### src/rtl/bcd_display_scanner_pkg.sv
// Shared 7-segment definitions: active-high glyphs and segment bit positions.
// Display blocks apply output polarity themselves.
package bcd_display_scanner_pkg;

  localparam int unsigned BCD_W = 4;
  localparam int unsigned SEG_W = 7;

  // Segment bit order within a pattern: seg[0]=a ... seg[6]=g
  localparam int unsigned SEG_A_BIT = 0;
  localparam int unsigned SEG_B_BIT = 1;
  localparam int unsigned SEG_C_BIT = 2;
  localparam int unsigned SEG_D_BIT = 3;
  localparam int unsigned SEG_E_BIT = 4;
  localparam int unsigned SEG_F_BIT = 5;
  localparam int unsigned SEG_G_BIT = 6;

  localparam logic [SEG_W-1:0] SEG_0    = 7'h3F;
  localparam logic [SEG_W-1:0] SEG_1    = 7'h06;
  localparam logic [SEG_W-1:0] SEG_2    = 7'h5B;
  localparam logic [SEG_W-1:0] SEG_3    = 7'h4F;
  localparam logic [SEG_W-1:0] SEG_4    = 7'h66;
  localparam logic [SEG_W-1:0] SEG_5    = 7'h6D;
  localparam logic [SEG_W-1:0] SEG_6    = 7'h7D;
  localparam logic [SEG_W-1:0] SEG_7    = 7'h07;
  localparam logic [SEG_W-1:0] SEG_8    = 7'h7F;
  localparam logic [SEG_W-1:0] SEG_9    = 7'h6F;
  localparam logic [SEG_W-1:0] SEG_DASH = 7'h40;
  localparam logic [SEG_W-1:0] SEG_OFF  = 7'h00;

endpackage

### src/rtl/bcd_display_scanner_if.sv
// Digit/control inputs and multiplexed display outputs of the scanner.
interface bcd_display_scanner_if #(
  parameter int unsigned DIGITS = 4
);
  logic [4*DIGITS-1:0] bcd;
  logic [DIGITS-1:0]   dp_in;
  logic                blank_lz;
  logic                en;
  logic [6:0]          seg;
  logic                dp;
  logic [DIGITS-1:0]   an;
  logic                frame_done;

  modport master (
    output bcd, dp_in, blank_lz, en,
    input  seg, dp, an, frame_done
  );

  modport slave (
    input  bcd, dp_in, blank_lz, en,
    output seg, dp, an, frame_done
  );
endinterface

### src/rtl/bcd_display_scanner_bcd_to_7seg.sv
// Combinational BCD to active-high 7-segment decoder; codes A-F show a dash.
module bcd_to_7seg
  import bcd_display_scanner_pkg::*;
(
  input  logic [BCD_W-1:0] bcd_i,
  output logic [SEG_W-1:0] seg_o
);

  always_comb begin
    seg_o = SEG_DASH;
    case (bcd_i)
      4'd0:    seg_o = SEG_0;
      4'd1:    seg_o = SEG_1;
      4'd2:    seg_o = SEG_2;
      4'd3:    seg_o = SEG_3;
      4'd4:    seg_o = SEG_4;
      4'd5:    seg_o = SEG_5;
      4'd6:    seg_o = SEG_6;
      4'd7:    seg_o = SEG_7;
      4'd8:    seg_o = SEG_8;
      4'd9:    seg_o = SEG_9;
      default: seg_o = SEG_DASH;
    endcase
  end

endmodule

### src/rtl/bcd_display_scanner.sv
// Time-multiplexed 7-segment scanner: per-frame snapshot of BCD digits,
// one guard cycle per slot, leading-zero blanking and a frame-done strobe.
module bcd_display_scanner
  import bcd_display_scanner_pkg::*;
#(
  parameter int unsigned DIGITS         = 4,
  parameter int unsigned PRESCALE       = 50000,
  parameter bit          SEG_ACTIVE_LOW = 1'b1,
  parameter bit          AN_ACTIVE_LOW  = 1'b1
) (
  input  logic                  clk,
  input  logic                  rst_n,
  bcd_display_scanner_if.slave  bus
);

  localparam int unsigned CNT_W = $clog2(PRESCALE);
  localparam int unsigned IDX_W = (DIGITS > 1) ? $clog2(DIGITS) : 1;
  localparam int unsigned BUS_W = BCD_W * DIGITS;

  localparam logic [CNT_W-1:0]  CNT_LAST = CNT_W'(PRESCALE - 1);
  localparam logic [IDX_W-1:0]  IDX_LAST = IDX_W'(DIGITS - 1);
  localparam logic [SEG_W-1:0]  SEG_INV  = {SEG_W{SEG_ACTIVE_LOW}};
  localparam logic [DIGITS-1:0] AN_INV   = {DIGITS{AN_ACTIVE_LOW}};

  logic [CNT_W-1:0]  cnt_q, cnt_d;
  logic [IDX_W-1:0]  idx_q, idx_d;
  logic [BUS_W-1:0]  shadow_bcd_q, shadow_bcd_d;
  logic [DIGITS-1:0] shadow_dp_q, shadow_dp_d;
  logic [SEG_W-1:0]  seg_q, seg_d;
  logic              dp_q, dp_d;
  logic [DIGITS-1:0] an_q, an_d;
  logic              frame_done_q, frame_done_d;

  logic [DIGITS-1:0] zero_above;
  logic              zero_run;
  logic [BCD_W-1:0]  sel_digit;
  logic              sel_dp;
  logic              sel_blank;
  logic [DIGITS-1:0] sel_an;
  logic [SEG_W-1:0]  seg_dec_c;

  always_ff @(posedge clk or negedge rst_n) begin
    if (!rst_n) begin
      cnt_q        <= '0;
      idx_q        <= '0;
      shadow_bcd_q <= '0;
      shadow_dp_q  <= '0;
      seg_q        <= SEG_OFF ^ SEG_INV;
      dp_q         <= SEG_ACTIVE_LOW;
      an_q         <= AN_INV;
      frame_done_q <= 1'b0;
    end else begin
      cnt_q        <= cnt_d;
      idx_q        <= idx_d;
      shadow_bcd_q <= shadow_bcd_d;
      shadow_dp_q  <= shadow_dp_d;
      seg_q        <= seg_d;
      dp_q         <= dp_d;
      an_q         <= an_d;
      frame_done_q <= frame_done_d;
    end
  end

  // Slot prescaler and digit index; the snapshot is taken on the frame wrap
  always_comb begin
    cnt_d        = cnt_q;
    idx_d        = idx_q;
    shadow_bcd_d = shadow_bcd_q;
    shadow_dp_d  = shadow_dp_q;
    frame_done_d = 1'b0;
    if (bus.en) begin
      if (cnt_q == CNT_LAST) begin
        cnt_d = '0;
        if (idx_q == IDX_LAST) begin
          idx_d        = '0;
          shadow_bcd_d = bus.bcd;
          shadow_dp_d  = bus.dp_in;
          frame_done_d = 1'b1;
        end else begin
          idx_d = idx_q + IDX_W'(1);
        end
      end else begin
        cnt_d = cnt_q + CNT_W'(1);
      end
    end
  end

  // zero_above[i]: shadow digits i..DIGITS-1 are all zero (post-edge view)
  always_comb begin
    zero_above = '0;
    zero_run   = 1'b1;
    for (int i = int'(DIGITS) - 1; i >= 0; i--) begin
      zero_run      = zero_run && (shadow_bcd_d[BCD_W*i +: BCD_W] == 4'd0);
      zero_above[i] = zero_run;
    end
  end

  always_comb begin
    sel_digit = '0;
    sel_dp    = 1'b0;
    sel_blank = 1'b0;
    sel_an    = '0;
    for (int i = 0; i < int'(DIGITS); i++) begin
      if (idx_d == IDX_W'(i)) begin
        sel_digit = shadow_bcd_d[BCD_W*i +: BCD_W];
        sel_dp    = shadow_dp_d[i];
        sel_blank = bus.blank_lz && (i != 0) && zero_above[i];
        sel_an[i] = 1'b1;
      end
    end
  end

  bcd_to_7seg u_dec (
    .bcd_i (sel_digit),
    .seg_o (seg_dec_c)
  );

  // Outputs follow the post-edge slot; guard cycle and blanked slots stay dark
  always_comb begin
    seg_d = SEG_OFF;
    dp_d  = 1'b0;
    an_d  = '0;
    if (bus.en && (cnt_d != '0) && !sel_blank) begin
      seg_d = seg_dec_c;
      dp_d  = sel_dp;
      an_d  = sel_an;
    end
    seg_d = seg_d ^ SEG_INV;
    dp_d  = dp_d ^ SEG_ACTIVE_LOW;
    an_d  = an_d ^ AN_INV;
  end

  assign bus.seg        = seg_q;
  assign bus.dp         = dp_q;
  assign bus.an         = an_q;
  assign bus.frame_done = frame_done_q;

endmodule

### src/flat_wrapper.sv
// flat-port wrapper written by rule: the top's interface ports become plain ports
module bcd_display_scanner_flat import bcd_display_scanner_pkg::*;
#(
  parameter int unsigned DIGITS         = 4,
  parameter int unsigned PRESCALE       = 50000,
  parameter bit          SEG_ACTIVE_LOW = 1'b1,
  parameter bit          AN_ACTIVE_LOW  = 1'b1
)
  (clk, rst_n, bus_bcd, bus_dp_in, bus_blank_lz, bus_en, bus_seg, bus_dp, bus_an, bus_frame_done);
  bcd_display_scanner_if #(.DIGITS(DIGITS)) bus_i ();
  input  logic clk;
  input  logic rst_n;
  input wire logic [$bits(bus_i.bcd)-1:0] bus_bcd;
  input wire logic [$bits(bus_i.dp_in)-1:0] bus_dp_in;
  input wire logic [$bits(bus_i.blank_lz)-1:0] bus_blank_lz;
  input wire logic [$bits(bus_i.en)-1:0] bus_en;
  output wire logic [$bits(bus_i.seg)-1:0] bus_seg;
  output wire logic [$bits(bus_i.dp)-1:0] bus_dp;
  output wire logic [$bits(bus_i.an)-1:0] bus_an;
  output wire logic [$bits(bus_i.frame_done)-1:0] bus_frame_done;
  assign bus_i.bcd = bus_bcd;
  assign bus_i.dp_in = bus_dp_in;
  assign bus_i.blank_lz = bus_blank_lz;
  assign bus_i.en = bus_en;
  assign bus_seg = bus_i.seg;
  assign bus_dp = bus_i.dp;
  assign bus_an = bus_i.an;
  assign bus_frame_done = bus_i.frame_done;
  bcd_display_scanner #(.DIGITS(DIGITS), .PRESCALE(PRESCALE), .SEG_ACTIVE_LOW(SEG_ACTIVE_LOW), .AN_ACTIVE_LOW(AN_ACTIVE_LOW)) u_core (.clk(clk), .rst_n(rst_n), .bus(bus_i));
endmodule
### config.mk
export PLATFORM = sky130hd
export DESIGN_NAME = bcd_display_scanner_flat
export DESIGN_NICKNAME = d
export VERILOG_FILES = /design/src/rtl/bcd_display_scanner_pkg.sv /design/src/rtl/bcd_display_scanner_if.sv /design/src/rtl/bcd_display_scanner_bcd_to_7seg.sv /design/src/rtl/bcd_display_scanner.sv /design/src/flat_wrapper.sv
export SDC_FILE = /design/constraint.sdc
export NUM_CORES = 1
export LEC_CHECK = 0
export ABC_AREA = 1
export BUFFER_PORTS_ARGS = -buffer_cell sky130_fd_sc_hd__buf_4
export CAP_MARGIN = 20
export CORE_ASPECT_RATIO = 1.75
export CORE_MARGIN = 5
export CORE_UTILIZATION = 45
export DETAILED_ROUTE_END_ITERATION = 10
export GPL_TIMING_DRIVEN = 0
export PLACE_DENSITY = 0.64
export SLEW_MARGIN = 20
export SYNTH_ARGS = -nofsm -noshare
export SYNTH_HDL_FRONTEND = slang
export SYNTH_SLANG_ARGS = --single-unit
### constraint.sdc
create_clock -name clk -period 2.9 [get_ports clk]
set_input_delay 0.58 -clock clk [delete_from_list [all_inputs] [get_ports clk]]
set_output_delay 0.58 -clock clk [all_outputs]
set_load 0.03 [all_outputs]
Yosys cells after proc, flatten, opt, wreduce, memory -nomap -nowiden:

Memories as Yosys holds them, arrays and structs flattened.
Index checks and enable logic that the tools add are counted.
Widths: inputs -> output; s select.

* add/subtract/negate cells: 2
* bitwise gates (word level): 3
* mux-type cells: 32
* equal/unequal tests: 5
* reductions and logical operators: 13

Operators with widths (count)
* $mux 16: 5
* $mux 4: 8
* $add 16x1->16 const B: 1
* $eq 16x16->1 const B: 1
* $reduce_bool 16->1: 1
* $mux 1: 15
* $logic_not 4->1: 3
* $logic_and 1x1->1: 7
* $mux 7: 1
* $not 7->7: 1
* $eq 2x2->1 const B: 3
* $mux 2: 3
* $not 4->4: 1
* $add 2x1->2 const B: 1
* $eq 2x1->1 const B: 1
* $logic_not 2->1: 1
* $logic_not 1->1: 1
* $not 1->1: 1

* ROM bits: 112
* word-level logic and storage cells: 64
* memories kept: 1
* bits of input ports: 24
* register bits: 51

Memories
* (name not given): depth 16, width 7, rd ports 1, clocked after Yosys merged registers in 0, wr ports 0, RTL line bcd_display_scanner_bcd_to_7seg.sv:11 `case (bcd_i)`

Logic depth before layout (Yosys ltp):

* depth after elaboration: 15
* depth in mapped cells: 19
* gate-level depth less buffers: 18

Cells and area by module:

Synthesis repeated with hierarchy kept, for this count alone.

* cells, all modules: 410
* area, all modules: 3096.7 um^2

By module, submodules not included
* bcd_display_scanner: instances 1, cells an instance 374, area each 2904.0 um^2, seq. area each 1291.2 um^2
* bcd_to_7seg: instances 1, cells an instance 36, area each 192.7 um^2, seq. area each 0.0 um^2

Least setup slack after synthesis:

No wires, ideal clock.

* kind: input to register
* start point: input bus_en
* end point: register u_core.seg_q[3], in the netlist u_core.bus.seg[3]
* slack: 392 ps
* path buffers: 2
* arrival time: 2444 ps
* stages on the path: 18
* library setup time: 64 ps
* cells stage by stage: buf_4 nand2_1 inv_2 nand2_2 nor2_4 buf_4 nand3_4 nand2_4 nand2_1 inv_2 nand2_1 nand3_1 o21bai_1 inv_1 ha_1 nand2_1 nand3_1 nand3_1

* elaborated cells on any way between the ends: 29
* those cells by class: eq/ne: 3; mux: 11; bitwise: 1; reduce/logical: 13; memory: 1

RTL lines
* start: declaration: RTL line flat_wrapper.sv:16 `input wire logic [$bits(bus_i.en)-1:0] bus_en;`
* $mux 2 *: RTL line bcd_display_scanner.sv:71 `if (bus.en) begin`
* net u_core.idx_d[1]: RTL line bcd_display_scanner.sv:26 `logic [IDX_W-1:0] idx_q, idx_d;`
* $logic_not 2->1 or $eq 2x1->1 (tied branches): RTL line bcd_display_scanner.sv:104 `if (idx_d == IDX_W'(i)) begin`
* $mux 4 or $mux 1 (tied branches) (3 in series): RTL line bcd_display_scanner.sv:104
* $mux 4 or $logic_not 1->1 (tied branches): RTL line bcd_display_scanner.sv:104, bcd_display_scanner.sv:123
* $mem_v2 16x7 or $logic_and 1x1->1 (tied branches)
* $mux 7 *: RTL line bcd_display_scanner.sv:123 `if (bus.en && (cnt_d != '0) && !sel_blank) begin`
* $not 7->7 (no source line) *
* net u_core.seg_d[3]: RTL line bcd_display_scanner.sv:29 `logic [SEG_W-1:0] seg_q, seg_d;`
* end signal: assignment: RTL line bcd_display_scanner.sv:48 `seg_q <= SEG_OFF ^ SEG_INV;`
* end signal: assignment: RTL line bcd_display_scanner.sv:57 `seg_q <= seg_d;`
* end: declaration: RTL line bcd_display_scanner.sv:29

The timed path passes the listed nets; every way through them passes the cells marked *.

Worst setup path in the final report:

* start point: register u_core.cnt_q[0]
* end point: register u_core.seg_q[3], in the netlist u_core.bus.seg[3]

* elaborated cells on any way between the ends: 34
* those cells by class: add/sub: 1; eq/ne: 4; mux: 14; bitwise: 1; reduce/logical: 13; memory: 1

RTL lines
* start: declaration: RTL line bcd_display_scanner.sv:25 `logic [CNT_W-1:0] cnt_q, cnt_d;`
* start signal: assignment: RTL line bcd_display_scanner.sv:53 `cnt_q <= cnt_d;`
* $eq 16x16->1 *: RTL line bcd_display_scanner.sv:72 `if (cnt_q == CNT_LAST) begin`
* $mux 2 *: RTL line bcd_display_scanner.sv:72
* $mux 2 *: RTL line bcd_display_scanner.sv:71
* net u_core.idx_d[1]: RTL line bcd_display_scanner.sv:26
* $logic_not 2->1 or $eq 2x1->1 (tied branches): RTL line bcd_display_scanner.sv:104
* $mux 4 or $mux 1 (tied branches) (3 in series): RTL line bcd_display_scanner.sv:104
* $mux 4 or $logic_not 1->1 (tied branches): RTL line bcd_display_scanner.sv:104, bcd_display_scanner.sv:123
* $mem_v2 16x7 or $logic_and 1x1->1 (tied branches)
* $mux 7 *: RTL line bcd_display_scanner.sv:123
* $not 7->7 (no source line) *
* net u_core.seg_d[3]: RTL line bcd_display_scanner.sv:29

Marks and branches as above.

==> impl_metrics.env <==
export IMPL_worstSetupPathType="reg -> reg"
export IMPL_maxSlewViolCount=0
export IMPL_cts_root_buf="clkbuf_8"
export IMPL_syn_to_final_growth_pct=16.4
export IMPL_rows=38
export IMPL_reg2regPathDepth=16
export IMPL_critical_path_max_stage_delay_ns=0.40
export IMPL_final_cell_mix="nand2_1 (109), inv_1 (56), buf_4 (39), dfrtp_1 (39), nand3_1 (37)"
export IMPL_tightest_slew_ns=0.637
export IMPL_nets=438
export IMPL_synth_fp_nets=396
export IMPL_hold_buffers=0
export IMPL_post_route_drc_count=0
export IMPL_max_slew_margin_pct=57.6
export IMPL_rsz0062_at_grt="no"
export IMPL_status="completed"
export IMPL_diodes=0
export IMPL_insertion_delay_ns=0.30
export IMPL_htreeDepth=2
export IMPL_fillers=612
export IMPL_cap_violations=0
export IMPL_fp_dieW_um=69.8
export IMPL_crit_slowest_cell="dfrtp_1"
export IMPL_hold_viol=0
export IMPL_first_pass_iters=4
export IMPL_reg2reg_slack_ns=0.25
export IMPL_critPathLaunchType="flop"
export IMPL_power_density_nw_per_um2=547
export IMPL_ctsLongestPathBuffers=2
export IMPL_grt_use_total_pct=16.8
export IMPL_finalSetupTns_ns=0
export IMPL_cts_tree="built"
export IMPL_die_area_sq_um=8000
export IMPL_final_common_cell="nand2_1"
export IMPL_syn_area_per_cell_sq_um=7.73
export IMPL_clk_pin_slew_ns=0.09
export IMPL_wire_per_inst_um=13.3
export IMPL_clock_sinks=51
export IMPL_skew_ns=0.00422
export IMPL_drt_wl_total_um=6490
export IMPL_dieHeight_um=115
export IMPL_setup_viol_count_final=0
export IMPL_grt_pass1_vias=2350
export IMPL_dr_first_iter_drc_count=92
export IMPL_cts_setup_buffers=0
export IMPL_leakage_nw=1.72
export IMPL_yosysUniqueCellTypes=30
export IMPL_synth_warnings=0
export IMPL_cp_arrival_ns=2.89
export IMPL_synth_area_sq_um=2810
export IMPL_initial_core_util_pct=45.9
export IMPL_ios=37
export IMPL_route_vias_total=2336
export IMPL_ys_ff_latch=51
export IMPL_syn_inst=364
export IMPL_grt_ovfl_total=0
export IMPL_post_route_period_util_pct=91.5
export IMPL_drive_gt1_share_pct=21.6
export IMPL_grt_pass1_wl_um=10500
export IMPL_required_ns=3.14
export IMPL_grt_max_degree=52
export IMPL_fmax_mhz=377
export IMPL_port_buffers=35
export IMPL_gp_congestion=0.834
export IMPL_cts_buffers=5
export IMPL_ys_seq_area_share_pct=45.9
export IMPL_cts_resized=0
export IMPL_path_cells="ha_1 > nand4_1 > nor2_4 > buf_4 > nand3_4 > nand2_4 > nand2_1 > inv_2 > nand2_1 > nand3_1 > o21bai_1 > inv_1 > ha_1 > nand2_1 > nand3_1 > nand3_1"
export IMPL_viasPerCell=4.80
export IMPL_cp_end_kind="flop"
export IMPL_antenna_found_initial=0
export IMPL_ant_nets=0
export IMPL_cp_max_fo=10
export IMPL_hpwl_um=5140
export IMPL_ir_worst_vdd_uv=260
export IMPL_totalPowerFinal_w=0.00179
export IMPL_period_needed_ns=2.65
export IMPL_hold_path_class="in -> async"
export IMPL_core_area_sq_um=6130
state kept, by name (all words and copies together) (netlist names):
| register | count |
|---|---|
| u_core.bus.an | 4 |
| u_core.bus.dp | 1 |
| u_core.bus.frame_done | 1 |
| u_core.bus.seg | 7 |
| u_core.cnt_q | 16 |
| u_core.idx_q | 2 |
| u_core.shadow_bcd_q | 16 |
| u_core.shadow_dp_q | 4 |
power by group:
| group | switching (W) | internal (W) | leakage (nW) |
|---|---|---|---|
| combinational | 0.000304 | 0.000165 | 1.07 |
| sequential | 0.0000986 | 0.000807 | 0.605 |
| clock | 0.000225 | 0.000193 | 0.0482 |
worst max-delay path, delay by kind of cell, from the launching register on:
| kind | cells | cell delay [ns] |
|---|---|---|
| and+or+nand+nor | 10 | 1.02 |
| buffers and inverters | 3 | 0.45 |
| AOI/OAI and AO/OA | 1 | 0.18 |
| adders and majority gates | 2 | 0.53 |
| DFF | 1 | 0.40 |
per-stage QoR:
stage	utilization [%]	hold slack [ns]	setup slack, ns	cell area, sq um	instances
after floorplan	-	0.284	0.392	2810	364
after global placement	51.8	0.455	0.00659	3180	479
after detailed placement	51.8	0.458	0.00293	3180	479
after CTS	53.3	0.314	0.170	3270	487
after global routing	53.4	0.346	0.0111	3280	487
final	53.4	0.294	0.247	3280	487
area by class of cell:
class	instances	area [sq um]	area share [%]
sequential	51	1290	39.4
timing repair buffer	35	263	8.02
clock inverter	1	5.00	0.153
tap	80	100	3.06
multi-input combinational	244	1240	37.9
clock buffer	7	86.3	2.64
buffer	7	57.6	1.76
inverter	62	233	7.10
cells in the mapped netlist, drive strengths merged:
cell | count | share of area, %
nand3 | 39 | 7.8
dfstp | 12 | 11
xor2 | 3 | 0.93
xnor2 | 1 | 0.31
clkinv | 1 | 0.13
inv | 61 | 8.1
a21oi | 1 | 0.18
dfrtp | 39 | 35
buf | 7 | 2.0
nor2 | 39 | 6.3
nand4 | 18 | 4.4
o21ai | 12 | 2.4
o31ai | 1 | 0.27
ha | 8 | 3.6
o21bai | 1 | 0.27
nand2 | 116 | 16
nor3 | 2 | 0.36
a21o | 1 | 0.27
or2 | 2 | 0.44
layer usage:
layer / vias to the layer above / wire length, um / track usage [%] / part of all wire [%]
li1: 1212 / - / - / -
met1: 1062 / 2380 / 16.0 / 37
met2: 45 / 3720 / 33.5 / 57
met3: 17 / 141 / 2.28 / 2.2
met4: 0 / 257 / 9.46 / 4.0
met5: - / 0 / 0 / 0
cells by family (layout without fill, tap and decap cells):
group	Yosys count	in the layout	synth area share [%]
and+or+nand+nor	216	216	35.6
buffers and inverters	69	112	10.3
DFF	51	51	45.9
adders and majority gates	8	8	3.56
xor gates and xnor gates	4	4	1.25
AOI/OAI and AO/OA	16	16	3.38
path summary, 6_finish.rpt:
check / from / end
max: u_core.cnt_q[0]$_DFF_PN0_ / u_core.bus.seg[3]$_DFF_PN1_
min: rst_n / u_core.cnt_q[4]$_DFF_PN0_
max reg2reg: u_core.cnt_q[0]$_DFF_PN0_ / u_core.bus.seg[3]$_DFF_PN1_
min reg2reg: u_core.shadow_bcd_q[12]$_DFF_PN0_ / u_core.shadow_bcd_q[12]$_DFF_PN0_
max in group asynchronous: rst_n / u_core.shadow_dp_q[3]$_DFF_PN0_
min in group clk: u_core.shadow_bcd_q[12]$_DFF_PN0_ / u_core.shadow_bcd_q[12]$_DFF_PN0_
(Power assumes the default switching activity.)
